<file path="src/rtl/xg_rst_sequencer_pkg.sv">
// Shared types and sizing helpers for the 10G multi-lane reset sequencer.
// Imported by the sequencer top and its debounce sub-block.
package xg_rst_pkg;

  typedef enum logic [2:0] {
    S_HOLD      = 3'd0,
    S_RELEASE   = 3'd1,
    S_WAIT_DONE = 3'd2,
    S_SETTLE    = 3'd3,
    S_RUN       = 3'd4,
    S_FAIL      = 3'd5
  } state_e;

  // Transition precedence inside the FSM, highest first.
  typedef enum int {
    PRIO_SW_PRESS  = 0,
    PRIO_TIMEOUT   = 1,
    PRIO_DONE_LOSS = 2,
    PRIO_NORMAL    = 3
  } prio_e;

  function automatic int clog2_min1(input int v);
    return (v <= 1) ? 1 : $clog2(v);
  endfunction

  // Width of the shared down-counter: it is loaded with (cycles - 1) for every phase.
  function automatic int cnt_w(input int hold, input int stagger, input int timeout,
                               input int settle);
    int m;
    m = hold;
    if (stagger > m) m = stagger;
    if (timeout > m) m = timeout;
    if (settle  > m) m = settle;
    return clog2_min1(m);
  endfunction

endpackage

</file>
<file path="src/rtl/xg_rst_sequencer_if.sv">
// Board-side bundle of the reset sequencer: push-button, channel resetdone/reset,
// user reset and status/debug outputs.
interface xg_rst_sequencer_if #(
  parameter int NUM_CH  = 2,
  parameter int RETRY_W = 2
);
  logic               sw;
  logic [NUM_CH-1:0]  ch_done;
  logic [NUM_CH-1:0]  ch_rst;
  logic               sys_rst;
  logic               led;
  logic               error;
  logic [RETRY_W-1:0] retry_cnt;
  logic [2:0]         state;

  modport master (
    output sw, ch_done,
    input  ch_rst, sys_rst, led, error, retry_cnt, state
  );

  modport slave (
    input  sw, ch_done,
    output ch_rst, sys_rst, led, error, retry_cnt, state
  );
endinterface

</file>
<file path="src/rtl/xg_rst_sequencer_debounce.sv">
// Push-button conditioner: 2-flop synchroniser, stable-high counter and a single
// press pulse per button hold (the button must return low to re-arm).
module xg_rst_debounce
  import xg_rst_pkg::*;
#(
  parameter int DEBOUNCE_CYCLES = 65536
) (
  input  logic clk,
  input  logic rst,
  input  logic i_sw,
  output logic o_press
);

  localparam int DW = clog2_min1(DEBOUNCE_CYCLES);
  localparam logic [DW-1:0] LAST = DW'(DEBOUNCE_CYCLES - 1);

  logic          r_meta;
  logic          r_sync;
  logic          r_fired;
  logic          r_press;
  logic [DW-1:0] r_cnt;

  always_ff @(posedge clk or posedge rst) begin
    if (rst) begin
      r_meta  <= 1'b0;
      r_sync  <= 1'b0;
      r_fired <= 1'b0;
      r_press <= 1'b0;
      r_cnt   <= '0;
    end else begin
      // NOTE: non-blocking everywhere here, so each flop samples pre-edge values
      // and the synchroniser really is two stages deep.
      r_meta  <= i_sw;
      r_sync  <= r_meta;
      r_press <= 1'b0;
      if (!r_sync) begin
        r_cnt   <= '0;
        r_fired <= 1'b0;
      end else if (!r_fired) begin
        if (r_cnt == LAST) begin
          r_press <= 1'b1;
          r_fired <= 1'b1;
        end else begin
          r_cnt <= r_cnt + 1'b1;
        end
      end
    end
  end

  assign o_press = r_press;

endmodule

</file>
<file path="src/rtl/xg_rst_sequencer.sv">
// Staggered PCS/PMA channel reset sequencer with resetdone timeout, bounded retry,
// settle window before user reset release, and switch / done-loss restart.
module xg_rst_sequencer
  import xg_rst_pkg::*;
#(
  parameter int NUM_CH          = 2,
  parameter int HOLD_CYCLES     = 2**24,
  parameter int STAGGER_CYCLES  = 1024,
  parameter int TIMEOUT_CYCLES  = 2**22,
  parameter int SETTLE_CYCLES   = 4096,
  parameter int MAX_RETRY       = 3,
  parameter int DEBOUNCE_CYCLES = 65536,
  parameter int LED_DIV         = 23
) (
  input logic               clk,
  input logic               rst,
  xg_rst_sequencer_if.slave bus
);

  localparam int CW      = cnt_w(HOLD_CYCLES, STAGGER_CYCLES, TIMEOUT_CYCLES, SETTLE_CYCLES);
  localparam int RETRY_W = $clog2(MAX_RETRY + 1);
  localparam int IDX_W   = clog2_min1(NUM_CH);

  localparam logic [CW-1:0]      HOLD_LOAD    = CW'(HOLD_CYCLES - 1);
  localparam logic [CW-1:0]      STAGGER_LOAD = CW'(STAGGER_CYCLES - 1);
  localparam logic [CW-1:0]      TIMEOUT_LOAD = CW'(TIMEOUT_CYCLES - 1);
  localparam logic [CW-1:0]      SETTLE_LOAD  = CW'(SETTLE_CYCLES - 1);
  localparam logic [RETRY_W-1:0] RETRY_MAX    = RETRY_W'(MAX_RETRY);
  localparam logic [IDX_W-1:0]   LAST_CH      = IDX_W'(NUM_CH - 1);

  logic [NUM_CH-1:0]  r_done_meta;
  logic [NUM_CH-1:0]  r_done_sync;
  logic               w_all_done;
  logic               w_sw_press;

  state_e             r_state;
  logic [CW-1:0]      r_cnt;
  logic [IDX_W-1:0]   r_idx;
  logic [NUM_CH-1:0]  r_ch_rst;
  logic               r_sys_rst;
  logic               r_error;
  logic [RETRY_W-1:0] r_retry;
  logic [LED_DIV:0]   r_blink;

  // NOTE: synchronisers are cleared by rst like any other flop so a reset always
  // starts from a known "not done" view of the channels.
  always_ff @(posedge clk or posedge rst) begin
    if (rst) begin
      r_done_meta <= '0;
      r_done_sync <= '0;
      r_blink     <= '0;
    end else begin
      r_done_meta <= bus.ch_done;
      r_done_sync <= r_done_meta;
      r_blink     <= r_blink + 1'b1;
    end
  end

  assign w_all_done = &r_done_sync;

  xg_rst_debounce #(
    .DEBOUNCE_CYCLES (DEBOUNCE_CYCLES)
  ) u_debounce (
    .clk     (clk),
    .rst     (rst),
    .i_sw    (bus.sw),
    .o_press (w_sw_press)
  );

  // One shared down-counter, reloaded with (cycles - 1) on every state entry.
  always_ff @(posedge clk or posedge rst) begin
    if (rst) begin
      r_state   <= S_HOLD;
      r_cnt     <= HOLD_LOAD;
      r_idx     <= '0;
      r_ch_rst  <= '1;
      r_sys_rst <= 1'b1;
      r_error   <= 1'b0;
      r_retry   <= '0;
    end else if (w_sw_press) begin
      r_state   <= S_HOLD;
      r_cnt     <= HOLD_LOAD;
      r_idx     <= '0;
      r_ch_rst  <= '1;
      r_sys_rst <= 1'b1;
      r_error   <= 1'b0;
      r_retry   <= '0;
    end else begin
      case (r_state)
        S_HOLD: begin
          if (r_cnt == '0) begin
            if (NUM_CH == 1) begin
              r_state  <= S_WAIT_DONE;
              r_cnt    <= TIMEOUT_LOAD;
              r_ch_rst <= '0;
            end else begin
              r_state     <= S_RELEASE;
              r_cnt       <= STAGGER_LOAD;
              r_idx       <= IDX_W'(1);
              r_ch_rst[0] <= 1'b0;
            end
          end else begin
            r_cnt <= r_cnt - 1'b1;
          end
        end

        S_RELEASE: begin
          if (r_cnt == '0) begin
            r_ch_rst[r_idx] <= 1'b0;
            if (r_idx == LAST_CH) begin
              r_state <= S_WAIT_DONE;
              r_cnt   <= TIMEOUT_LOAD;
            end else begin
              r_idx <= r_idx + 1'b1;
              r_cnt <= STAGGER_LOAD;
            end
          end else begin
            r_cnt <= r_cnt - 1'b1;
          end
        end

        S_WAIT_DONE: begin
          // Timeout outranks a simultaneous all-done.
          if (r_cnt == '0) begin
            r_ch_rst <= '1;
            if (r_retry == RETRY_MAX) begin
              r_state <= S_FAIL;
              r_error <= 1'b1;
              r_cnt   <= '0;
            end else begin
              r_state <= S_HOLD;
              r_cnt   <= HOLD_LOAD;
              r_retry <= r_retry + 1'b1;
            end
          end else if (w_all_done) begin
            r_state <= S_SETTLE;
            r_cnt   <= SETTLE_LOAD;
          end else begin
            r_cnt <= r_cnt - 1'b1;
          end
        end

        S_SETTLE: begin
          if (!w_all_done) begin
            r_cnt <= SETTLE_LOAD;
          end else if (r_cnt == '0) begin
            r_state   <= S_RUN;
            r_cnt     <= '0;
            r_sys_rst <= 1'b0;
            r_retry   <= '0;
          end else begin
            r_cnt <= r_cnt - 1'b1;
          end
        end

        S_RUN: begin
          if (!w_all_done) begin
            r_state   <= S_HOLD;
            r_cnt     <= HOLD_LOAD;
            r_ch_rst  <= '1;
            r_sys_rst <= 1'b1;
          end
        end

        S_FAIL: begin
          r_ch_rst  <= '1;
          r_sys_rst <= 1'b1;
        end

        default: begin
          r_state   <= S_HOLD;
          r_cnt     <= HOLD_LOAD;
          r_ch_rst  <= '1;
          r_sys_rst <= 1'b1;
        end
      endcase
    end
  end

  assign bus.ch_rst    = r_ch_rst;
  assign bus.sys_rst   = r_sys_rst;
  assign bus.error     = r_error;
  assign bus.retry_cnt = r_retry;
  assign bus.state     = r_state;
  assign bus.led       = (r_state == S_RUN)  ? 1'b1 :
                         (r_state == S_FAIL) ? r_blink[LED_DIV-2] : r_blink[LED_DIV];

endmodule

</file>
<file path="src/flat_wrapper.sv">
// flat-port wrapper written by rule: the top's interface ports become plain ports
module xg_rst_sequencer_flat import xg_rst_pkg::*;
#(
  parameter int NUM_CH          = 2,
  parameter int HOLD_CYCLES     = 2**24,
  parameter int STAGGER_CYCLES  = 1024,
  parameter int TIMEOUT_CYCLES  = 2**22,
  parameter int SETTLE_CYCLES   = 4096,
  parameter int MAX_RETRY       = 3,
  parameter int DEBOUNCE_CYCLES = 65536,
  parameter int LED_DIV         = 23
)
  (clk, rst, bus_sw, bus_ch_done, bus_ch_rst, bus_sys_rst, bus_led, bus_error, bus_retry_cnt, bus_state);
  xg_rst_sequencer_if #(.NUM_CH(NUM_CH), .RETRY_W((2))) bus_i ();
  input logic clk;
  input logic rst;
  input wire logic [$bits(bus_i.sw)-1:0] bus_sw;
  input wire logic [$bits(bus_i.ch_done)-1:0] bus_ch_done;
  output wire logic [$bits(bus_i.ch_rst)-1:0] bus_ch_rst;
  output wire logic [$bits(bus_i.sys_rst)-1:0] bus_sys_rst;
  output wire logic [$bits(bus_i.led)-1:0] bus_led;
  output wire logic [$bits(bus_i.error)-1:0] bus_error;
  output wire logic [$bits(bus_i.retry_cnt)-1:0] bus_retry_cnt;
  output wire logic [$bits(bus_i.state)-1:0] bus_state;
  assign bus_i.sw = bus_sw;
  assign bus_i.ch_done = bus_ch_done;
  assign bus_ch_rst = bus_i.ch_rst;
  assign bus_sys_rst = bus_i.sys_rst;
  assign bus_led = bus_i.led;
  assign bus_error = bus_i.error;
  assign bus_retry_cnt = bus_i.retry_cnt;
  assign bus_state = bus_i.state;
  xg_rst_sequencer #(.NUM_CH(NUM_CH), .HOLD_CYCLES(HOLD_CYCLES), .STAGGER_CYCLES(STAGGER_CYCLES), .TIMEOUT_CYCLES(TIMEOUT_CYCLES), .SETTLE_CYCLES(SETTLE_CYCLES), .MAX_RETRY(MAX_RETRY), .DEBOUNCE_CYCLES(DEBOUNCE_CYCLES), .LED_DIV(LED_DIV)) u_core (.clk(clk), .rst(rst), .bus(bus_i));
endmodule
</file>
<file path="config.mk">
export PLATFORM = sky130hd
export DESIGN_NAME = xg_rst_sequencer_flat
export DESIGN_NICKNAME = d
export VERILOG_FILES = /design/src/rtl/xg_rst_sequencer_pkg.sv /design/src/rtl/xg_rst_sequencer_if.sv /design/src/rtl/xg_rst_sequencer_debounce.sv /design/src/rtl/xg_rst_sequencer.sv /design/src/flat_wrapper.sv
export SDC_FILE = /design/constraint.sdc
export NUM_CORES = 1
export LEC_CHECK = 0
export ABC_AREA = 1
export CAP_MARGIN = 20
export CORE_MARGIN = 2
export CORE_UTILIZATION = 45
export DETAILED_ROUTE_END_ITERATION = 8
export PLACE_DENSITY_LB_ADDON = 0.1
export SLEW_MARGIN = 20
export SYNTH_ARGS = -nofsm -noshare
export SYNTH_HDL_FRONTEND = slang
export SYNTH_SLANG_ARGS = --single-unit
</file>
<file path="constraint.sdc">
create_clock -name clk -period 3.6 [get_ports clk]
set_clock_uncertainty 0.2 [all_clocks]
set_input_delay 0.72 -clock clk [delete_from_list [all_inputs] [get_ports clk]]
set_output_delay 0.72 -clock clk [all_outputs]
set_load 0.02 [all_outputs]
</file>
==> metrics.md <==
| Metric | Value |
|---|---|
| Ports | `15` |
| WP data required | `approximately 2700 ps` |
| CP dominant cell by count | `nand2_1` |
| Syn nets | `roughly 630` |
| First-pass GRT wire length | `between 15000 and 20000 µm` |
| DRC viols | `0` |
| Post-CTS Resized | `0` |
| Register area | `roughly 0.0021 mm²` |
| Unrepaired setup endpoints after global routing | `false` |
| Largest net degree at the start of global routing | `44` |
| Fin Setup TNS | `0 ps` |
| Avg Cell Area, Syn | `about 8 µm²` |
| Synth Instances | `a little over 600` |
| PortBufs | `14` |
| Register area share after synthesis | `0.4323` |
| Number of hold violations in the final report | `0` |
| Worst-skew pair later-pin latency | `between 300 and 400 ps` |
| Final setup violation count | `0` |
| Fill cells | `approximately 1000` |
| Root Driver | `clkbuf_8` |
| DRT Wirelength | `9932 µm` |
| Gr ovfl total | `0` |
| Critical path class | `reg -> out` |
| Worst Tran Pin Value | `between 700 and 800 ps` |
| Post-DP HPWL | `7317 µm` |
| Number of global-route vias before repair | `about 3900` |
| Clock Path Buffers | `2` |
| Placer Congestion | `~0.88` |
| Distinct cells, synth | `40` |
| Multi-input logic area | `approximately 0.0024 mm²` |
| Power Density | `approximately 310 mW/mm²` |
| Primary FF master, synth | `dfrtp_1` |
| Setup crit end kind | `output pin` |
| Outcome | `finished clean` |
| Cts hold-fix bufs | `0` |
| Routed vias | `3885` |
| Final max-slew violation count | `0` |
| DR pass1 iterations | `4` |
| Die Wd | `about 110 µm` |
| Lkg Pwr | `0.002580 µW` |
| Hold Path Class | `reg -> reg` |
| Max stage delay on crit path | `roughly 550 ps` |
| Netlist Area Pre-Place | `0.004825 mm²` |
| Max-cap check violation count | `0` |
| Total chip power | `1660 µW` |
| Top cell type by total area after synthesis | `dfrtp_1` |
| Crit Path Max Fanout | `7` |
| Arrival time worst endpoint | `approximately 2000 ps` |
| Crit-path cells | `inv_1, nor2_1, nand2_1, nand2_1, nand2_1, clkdlybuf4s50_1` |
| Post-route ant nets | `0` |
| Antenna Cells | `0` |
| Final min period | `2866 ps` |
| Seq cells post-synth | `between 80 and 90` |
| Initial antenna violation count | `0` |
| Hold slack | `~150 ps` |
| Core area | `0.01037 mm²` |
| Routed WL per cell | `roughly 13 µm` |
| Maximum VDD drop | `approximately 0.25 mV` |
| Met1 Use GR | `0.2576` |
| TritonCTS clock tree | `done` |
| Period utilization | `0.7961` |
| Post-synth top area share | `0.2853` |
| Post-CTS setup buffers | `0` |
| Die Y | `between 100 and 150 µm` |
| Area Growth Syn to Fin | `10.27%` |
| Final net count | `646` |
| Leading post-synthesis cells by cell area | `dfrtp_1 29%, dfstp_2 15%, nand2_1 11%` |
| Overall routing resource usage | `0.1947` |
| # clock sinks | `82` |
| DIE AREA | `0.01157 mm²` |
| H-tree depth reported by CTS | `3` |
| Met2 Use GR | `0.3154` |
| Startpoint types | `register` |
| Num CTS Buffers | `9` |
| GR Util met3 | `0.04177` |
| Worst-path clk slew | `about 80 ps` |
| Vias/cell | `around 5.0` |
| Share of flip-flops with an asynchronous set or reset | `1.000` |
| Initial Utilization | `0.4653` |
| F_max | `around 0.35 GHz` |
| Iteration-0 DRC Markers | `between 150 and 200` |
| Synthesis warning total | `0` |
| Post-synth EDFFs | `0` |
| Share of layout cells above drive strength 1 | `0.1558` |
| GRT busiest layer | `met2` |
| Slowest CP cell | `clkdlybuf4s50_1` |
| Num rows | `37` |
| Slew margin rel. | `0.4949` |
layout by cell type (no fill, tap or decap), types with 3 or more instances in the layout:
master             n
nand4_1           16
dfrtp_1           55
nand2_2            9
o21ai_0           21
nand2_1          144
dfstp_2           27
nand3_2            4
inv_2              3
a21oi_2            9
clkbuf_8          10
xor2_1            22
o21ai_1            5
inv_1             61
nor2_2            11
clkinv_4           3
nor2_1           102
nor4_1             3
nand3_1           33
nand3_4            3
nor3_1             9
xnor2_1           18
clkdlybuf4s50_1   14
a21oi_1           23
nor2_4             8
clkinv_2           3
ha_1               4
synthesized netlist by cell type (10+ instances only):
cell type    n
xor2_1      22
o21ai_0     21
a21oi_1     23
xnor2_1     18
dfrtp_1     55
nand4_1     16
nand2_1    144
nor2_2      10
nor2_1     103
inv_1       62
dfstp_2     27
nand3_1     33
stage by stage:
step / worst slack, ps / instances / util / area, µm²
2_1_floorplan: 616.2 / 618 / - / 4825
4_1_cts: 725.4 / 778 / 0.5130 / 5320
5_1_grt: 555.3 / 778 / 0.5130 / 5320
6_report: 734.0 / 778 / 0.5130 / 5320
3_3_place_gp: 1224 / 762 / 0.4934 / 5116
3_5_place_dp: 1154 / 762 / 0.4934 / 5116
power breakdown:
part           internal [µW]  switching [µW]
registers                928            5.13
logic                   10.5            26.5
clock network            340             349
total                   1280             381
critical path, delay by kind of cell (launching register included):
family	cells	cell delay, ps
buf+inv	2	640
flops	1	480
simple gates	4	470
logic make-up (layout without fill, tap and decap cells):
logic type | Yosys count | after routing | synth area share
AOI/OAI and AO/OA | 66 | 66 | 0.08014
xor gates and xnor gates | 40 | 40 | 0.07261
adders and majority gates | 4 | 4 | 0.01037
buffers and inverters | 73 | 97 | 0.06094
and+or+nand+nor | 353 | 353 | 0.3436
DFF | 82 | 82 | 0.4323
layer usage:
| layer | routed length [µm] | share of wire | vias to the layer above |
|---|---|---|---|
| met4 | 204 | 0.021 | 0 |
| met1 | 4841 | 0.49 | 1823 |
| met5 | 0 | 0 | - |
| li1 | - | - | 2011 |
| met2 | 4664 | 0.47 | 35 |
| met3 | 222 | 0.022 | 16 |
state kept, by name (all words and copies together), names as in the netlist:
name	count
u_core.u_debounce.r_meta	1
u_core.bus.error	1
u_core.bus.ch_rst	2
u_core.r_idx	1
u_core.bus.state	3
u_core.bus.retry_cnt	2
u_core.r_blink	24
u_core.bus.sys_rst	1
u_core.r_done_sync	2
u_core.u_debounce.r_cnt	16
u_core.u_debounce.r_fired	1
u_core.r_cnt	24
u_core.u_debounce.r_sync	1
u_core.u_debounce.o_press	1
u_core.r_done_meta	2
area by class of cell:
type | instances | share of cell area
multi-input combinational | 463 | 0.4600
tap | 136 | 0.03198
clock buffer | 10 | 0.02587
timing repair buffer | 16 | 0.03151
clock inverter | 6 | 0.01246
sequential | 82 | 0.3921
inverter | 65 | 0.04610
worst paths after layout:
path                                                        start                                       to  slack (ps)  cells past startpoint
hold / removal                    u_core.r_done_meta[0]$_DFF_PP0_          u_core.r_done_sync[0]$_DFF_PP0_         150                      0
min in group asynchronous                                     rst              u_core.r_blink[7]$_DFF_PP0_         570                      2
setup / recovery                  u_core.bus.state[0]$_DFFE_PP0P_                                  bus_led         730                      6
setup reg to reg           u_core.u_debounce.r_cnt[0]$_DFFE_PP0P_  u_core.u_debounce.r_cnt[14]$_DFFE_PP0P_        1180                     11
hold reg to reg                   u_core.r_done_meta[0]$_DFF_PP0_          u_core.r_done_sync[0]$_DFF_PP0_         150                      0
max in group asynchronous                                     rst              u_core.r_cnt[2]$_DFFE_PP1P_        1910                      3
No activity file was read; power rests on OpenSTA's default activity.
